--- src/rtl/ysyx_041461_pipe_ctrl.sv ---
`default_nettype none
// ysyx_041461_pipe_ctrl: priority stall/flush controller with MEM_WAIT/TRAP sequencing (rev 1.0)
// Optional perf counters: define YSYX_041461_PERF_EN.
module ysyx_041461_pipe_ctrl #(
  parameter int unsigned TRAP_CYCLES = 2
) (
  input  logic        clk,
  input  logic        rst_n,
  input  logic        if_busy,
  input  logic        mem_busy,
  input  logic        load_use,
  input  logic        br_taken,
  input  logic        wb_valid,
  input  logic [3:0]  wb_trap,
  output logic        pc_enable,
  output logic        IFreg_enable,
  output logic        IDreg_enable,
  output logic        EXEreg_enable,
  output logic        MEMreg_enable,
  output logic        WBreg_enable,
  output logic        IDreg_flush,
  output logic        EXEreg_flush,
  output logic        MEMreg_flush,
  output logic        WBreg_flush,
  output logic [1:0]  redirect_sel,
  output logic        lsu_kill,
  output logic [1:0]  ctrl_state,
  output logic [63:0] perf_stall,
  output logic [63:0] perf_flush
);

  typedef enum logic [1:0] {
    S_RUN      = 2'b00,
    S_MEM_WAIT = 2'b01,
    S_TRAP     = 2'b10
  } state_t;

  localparam logic [3:0] c_TRAP_NOP  = 4'd0;
  localparam logic [3:0] c_TRAP_LOAD = 4'(TRAP_CYCLES - 1);
  localparam logic [1:0] c_SEL_SEQ   = 2'b00;
  localparam logic [1:0] c_SEL_BR    = 2'b01;
  localparam logic [1:0] c_SEL_TRAP  = 2'b10;

  state_t     r_state, w_state_nxt;
  logic [3:0] r_cnt, w_cnt_nxt;
  logic       w_trap;

  assign w_trap     = wb_valid && (wb_trap != c_TRAP_NOP);
  assign ctrl_state = r_state;

  always_ff @(posedge clk or negedge rst_n) begin
    if (!rst_n) begin
      r_state <= S_RUN;
      r_cnt   <= 4'd0;
    end else begin
      r_state <= w_state_nxt;
      r_cnt   <= w_cnt_nxt;
    end
  end

  always_comb begin
    w_state_nxt   = r_state;
    w_cnt_nxt     = r_cnt;
    pc_enable     = 1'b0;
    IFreg_enable  = 1'b0;
    IDreg_enable  = 1'b0;
    EXEreg_enable = 1'b0;
    MEMreg_enable = 1'b0;
    WBreg_enable  = 1'b0;
    IDreg_flush   = 1'b0;
    EXEreg_flush  = 1'b0;
    MEMreg_flush  = 1'b0;
    WBreg_flush   = 1'b0;
    redirect_sel  = c_SEL_SEQ;
    lsu_kill      = 1'b0;
    // Everything stays quiet while reset is held, independent of the inputs.
    if (rst_n) begin
      if (r_state == S_TRAP) begin
        WBreg_enable = 1'b1;
        WBreg_flush  = 1'b1;
        if (r_cnt == 4'd0) w_state_nxt = S_RUN;
        else               w_cnt_nxt   = r_cnt - 4'd1;
      end else if (w_trap) begin
        {pc_enable, IFreg_enable, IDreg_enable} = 3'b111;
        {EXEreg_enable, MEMreg_enable, WBreg_enable} = 3'b111;
        {IDreg_flush, EXEreg_flush, MEMreg_flush, WBreg_flush} = 4'b1111;
        redirect_sel = c_SEL_TRAP;
        lsu_kill     = mem_busy;
        w_state_nxt  = S_TRAP;
        w_cnt_nxt    = c_TRAP_LOAD;
      end else if (mem_busy) begin
        WBreg_enable = 1'b1;
        WBreg_flush  = 1'b1;
        w_state_nxt  = S_MEM_WAIT;
      end else begin
        w_state_nxt = S_RUN;
        {pc_enable, IFreg_enable, IDreg_enable} = 3'b111;
        {EXEreg_enable, MEMreg_enable, WBreg_enable} = 3'b111;
        if (load_use) begin
          {pc_enable, IFreg_enable, IDreg_enable} = 3'b000;
          EXEreg_flush = 1'b1;
        end else if (br_taken) begin
          redirect_sel = c_SEL_BR;
          IDreg_flush  = 1'b1;
          EXEreg_flush = 1'b1;
        end else if (if_busy) begin
          pc_enable    = 1'b0;
          IFreg_enable = 1'b0;
          IDreg_flush  = 1'b1;
        end
      end
    end
  end

`ifdef YSYX_041461_PERF_EN
  logic [63:0] r_perf_stall, r_perf_flush;

  // Only trap entry and branch redirect drive a non-sequential PC source.
  always_ff @(posedge clk or negedge rst_n) begin
    if (!rst_n) begin
      r_perf_stall <= 64'd0;
      r_perf_flush <= 64'd0;
    end else begin
      if (!pc_enable)                 r_perf_stall <= r_perf_stall + 64'd1;
      if (redirect_sel != c_SEL_SEQ)  r_perf_flush <= r_perf_flush + 64'd1;
    end
  end

  assign perf_stall = r_perf_stall;
  assign perf_flush = r_perf_flush;
`else
  assign perf_stall = 64'd0;
  assign perf_flush = 64'd0;
`endif

endmodule
`default_nettype wire

--- config.mk ---
export PLATFORM = sky130hd
export DESIGN_NAME = ysyx_041461_pipe_ctrl
export DESIGN_NICKNAME = d
export VERILOG_FILES = /design/src/rtl/ysyx_041461_pipe_ctrl.sv
export SDC_FILE = /design/constraint.sdc
export NUM_CORES = 1
export LEC_CHECK = 0
export CAP_MARGIN = 25
export CORE_MARGIN = 5
export CORE_UTILIZATION = 32
export CTS_BUF_LIST = sky130_fd_sc_hd__clkbuf_16
export DETAILED_ROUTE_END_ITERATION = 10
export PLACE_DENSITY = 0.89
export SYNTH_ARGS = -nofsm -noshare
export SYNTH_HDL_FRONTEND = slang
export SYNTH_SLANG_ARGS = --single-unit
--- constraint.sdc ---
create_clock -name clk -period 2.9 [get_ports clk]
set_clock_uncertainty 0.2 [all_clocks]
set_input_delay 0.435 -clock clk [delete_from_list [all_inputs] [get_ports clk]]
set_output_delay 0.435 -clock clk [all_outputs]
set_load 0.02 [all_outputs]
# Yosys cells after proc, flatten, opt, wreduce, memory -nomap -nowiden
# Index checks and enable logic that the tools add are counted.
word_totals:
  reg_bits: 6
  input_bits: 11
  output_inout_bits: 143
classes:
  addsub: 1
  n_eq_ne: 3
  n_mux: 53
  reduce_logical: 6
op_table:
  columns: ["cell", "count"]
  rows:
  - ["$mux W1", 44]
  - ["$mux W2", 6]
  - ["$mux W4", 3]
  - ["$logic_not A4 Y1", 1]
  - ["$reduce_bool A4 Y1", 1]
  - ["$sub A4 B1 Y4 const B", 1]
  - ["$reduce_and A3 Y1", 1]
  - ["$eq A2 B2 Y1 const B", 1]
  - ["$ne A2 B1 Y1 const B", 1]
  - ["$ne A2 B2 Y1 const B", 1]
  - ["$reduce_and A2 Y1", 1]
  - ["$reduce_bool A2 Y1", 1]
  - ["$logic_and A1 B1 Y1", 1]

# Depth between registers and ports, before layout
depth:
  ltp_word: 7
  depth_mapped: 5
  mapped_depth_nobuf: 5

# Least setup slack after synthesis
# OpenSTA, ideal clock, no wires.
synth_timing:
  path_type: "reg2out"
  startpoint: "register r_state[0] (netlist: ctrl_state[0])"
  endpoint: "output port pc_enable"
  arrival_ps: 1479
  slack_ps: 786
  stages_incl_launch_ff: 5
  path_cell_list: "dfrtp_1 nand2b_1 nand2_1 a21oi_1 buf_4"
synth_between:
  elab_chain_cells: 3
synth_rtl:
  columns: ["item", "line_no", "source"]
  rows:
  - ["start: declaration", "44", "state_t r_state, w_state_nxt;"]
  - ["start signal: assignment", "56", "r_state <= w_state_nxt;"]
  - ["$eq A2 B2 Y1", "78", "if (r_state == S_TRAP) begin"]
  - ["$mux W1 (2 in a row)", null, null]
  - ["end: declaration", "15", "output logic pc_enable,"]
# No other way between the ends.

# Worst setup path after layout
layout_timing:
  startpoint: "input port wb_trap[2]"
  endpoint: "output port IDreg_flush"
layout_between:
  elab_chain_cells: 5
layout_rtl:
  columns: ["item", "line_no", "source"]
  rows:
  - ["start: declaration", "14", "input logic [3:0] wb_trap,"]
  - ["$reduce_bool A4 Y1", "48", "assign w_trap = wb_valid && (wb_trap != c_TRAP_NOP);"]
  - ["$logic_and A1 B1 Y1", "48", null]
  - ["$mux W1", "83", "end else if (w_trap) begin"]
  - ["$mux W1", "78", null]
  - ["$mux W1", "77", "if (rst_n) begin"]
  - ["end: declaration", "21", "output logic IDreg_flush,"]
# No other way between the ends.

==> run_results.csv <==
group,metric,value,unit
sta,rsz0062_at_grt,"false",
clock_network,clk_latency,0.23,ns
routing,ant_nets,0,
routing,remaining_drc_errors,0,
clock_network,cts_hold_buf,0,
cells_and_area,area_growth,-2.64,%
synthesis,synthCells,186,
floorplanning,fp.dieH,77.7,um
global_routing,overflow,0,
min_path,min_delay_path_depth,1,
setup_path,worstPathRequired,2.27,ns
floorplanning,io_pins,154,
routing,wire_per_inst,10.4,um
floorplanning,design.die.area,0.00604,sq mm
synthesis,avgSynthCellArea,7.88,sq um
clock_network,cts-root-buf,"clkbuf_16",
place,place.gp.congestion,0.816,
clock_network,cts.sinks,6,
synthesis,syn_area,0.00147,sq mm
synthesis,yosys_most_used_dff,"dfrtp_1",
clock_network,clk_pin_slew,0.03,ns
synthesis,synth-warning-count,0,
sta,fmax,0.356,GHz
sta,hold_viol,0,
setup_path,critPathMaxFanout,5,
routing,viasPerCell,3.34,
power,power_frac_seq,18.1,%
place,portBuffers,25,
power,p_clk_share,25.3,%
synthesis,synth_most_common_cell,"buf_4",
power,swShare,47.9,%
setup_path,cp-start-kind,"input pin",
global_routing,grt_pass1_wl,3750,um
synthesis,synth.top_cell.area_share,67.6,%
place,dp_hpwl,2490,um
cells_and_area,fin_nets,233,
clock_network,h-tree-depth,1,
global_routing,antenna_found_initial,0,
routing,vias,903,
power,p_switching,417,uW
sta,fin_tns_setup,0,ns
synthesis,post_synth_num_cell_types,30,
power,powerDensity,610,mW/mm^2
synthesis,yosysTopAreaCell,"buf_4",
synthesis,ys_seq_area_share,10.2,%
cells_and_area,n_antenna_cell,0,
synthesis,ys_seq_elements,6,
min_path,hp-class,"register to register",
setup_path,arrival,2.18,ns
power,ir_worst_vdd,0.200,mV
setup_path,worst-setup-path-type,"input pin to output pin",
job,drv_cap,0,
clock_network,clk_path_buf_depth,2,
clock_network,cts-buffers-inserted,3,
power,leakagePower,0.000914,uW
sta,fin_crit_sh,97.0,%
sta,finalMaxSlewViolations,0,
floorplanning,start_util,33.2,%
cells_and_area,drive_above_1_share,6.88,%
global_routing,track_usage,7.65,%
floorplanning,coreArea,0.00441,sq mm
routing,drt-total-wl,2820,um
cells_and_area,post-route-util,32.3,%
routing,drt_iter0_markers,53,
synthesis,async_reset_ff_share,100,%
power,intPower,454,uW
global_routing,grt_max_degree,7,
routing,first_pass_iters,4,
status,outcome,"finished clean",
synthesis,synth_common_cells,"132 x buf_4, 7 x a21oi_1, 7 x inv_1",
floorplanning,rows,24,
global_routing,first_global_vias,813,
setup_path,endpoint_kind,"output pin",
sta,fin_crit,2.81,ns
synthesis,synth_edf_count,0,
setup_path,r2r_cells,4,
synthesis,synth_area_leaders,"buf_4 68%, dfrtp_1 10%, a21oi_1 2.4%, o41ai_4 1.9%, inv_1 1.8%",
sta,finalSetupViolCount,0,
floorplanning,dieWidth,77.7,um
clock_network,cts_tree,"built",
power,p_comb_share,56.6,%
kinds of logic after synthesis:
| family | Yosys count | share of synthesized area, % |
|---|---|---|
| buffers and inverters | 139 | 69.4 |
| AOI/OAI and AO/OA | 19 | 9.98 |
| and+or+nand+nor | 18 | 7.77 |
| DFF | 6 | 10.2 |
| adders and majority gates | 2 | 1.71 |
| muxes | 1 | 0.683 |
| other | 1 | 0.256 |
cell type report:
type	count	area, sq um
sequential	6	150
timing repair buffer	34	329
clock buffer	3	75.1
inverter	7	26.3
tap	52	65.1
fill	472	2990
multi-input combinational	168	782
layer usage:
layer  track usage (%)  share of wire [%]  up-vias
met5                 0                  0        -
met4              4.12                1.3        0
met3              3.82                 17        6
met2              15.0                 54       84
met1              5.86                 27      411
li1                  -                  -      402
worst max-delay path, cell delays in order:
cell and delay, ns:
clkdlybuf4s50_1 0.46, o41ai_4 0.34, buf_4 0.19, buf_4 0.13, a21oi_1 0.07, clkdlybuf4s50_1 0.55
power groups by stage:
stage | sequential [uW] | combinational (uW) | clock [uW]
finish | 157 | 493 | 220
global route | 160 | 535 | 232
CTS | 156 | 491 | 225
detailed placement | 157 | 487 | 0
global placement | 151 | 479 | 0
floorplan | 157 | 475 | 0
worst paths after layout:
path / from / slack [ns] / end
max in group asynchronous: rst_n / 1.97 / r_cnt[0]$_DFFE_PN0P_
setup reg to reg: r_cnt[0]$_DFFE_PN0P_ / 1.12 / ctrl_state[1]$_DFFE_PN0P_
hold / removal: r_cnt[1]$_DFFE_PN0P_ / 0.32 / r_cnt[1]$_DFFE_PN0P_
setup / recovery: wb_trap[2] / 0.09 / IDreg_flush
min in group asynchronous: rst_n / 0.42 / ctrl_state[1]$_DFFE_PN0P_
hold reg to reg: r_cnt[1]$_DFFE_PN0P_ / 0.32 / r_cnt[1]$_DFFE_PN0P_
per-stage QoR:
step | instance area [sq um] | total power, uW | hold WS, ns | setup WS [ns] | cells
2_1_floorplan | 1940 | 633 | -0.0606 | 0.786 | 313
3_3_place_gp | 1330 | 630 | 0.303 | -0.0536 | 266
3_5_place_dp | 1330 | 644 | 0.315 | -0.0329 | 266
4_1_cts | 1410 | 872 | 0.322 | 0.00652 | 270
5_1_grt | 1430 | 926 | 0.335 | 0.0136 | 270
6_report | 1430 | 871 | 0.318 | 0.0882 | 270
cell usage in the layout, fill, tap and decap left out, types with 2 or more instances in the layout:
cell             count
conb_1             128
and2_1               2
inv_1                7
o2bb2ai_1            2
dlymetal6s2s_1       6
clkdlybuf4s50_1     16
dlygate4sd2_1        3
clkbuf_16            3
o21ai_0              2
a21oi_1              7
dfrtp_1              6
buf_4                9
nand2_1              5
ha_1                 2
registers in the layout (all words and copies together) (netlist names):
signal      cells
r_cnt           4
ctrl_state      2
repair_timing:
action,CTS,global route
resized for setup,4,6
cloned,0,0
endpoints found under the setup margin,7,6
setup buffers,1,0
pin swaps,1,0
Power figures use the tool's default switching activity.
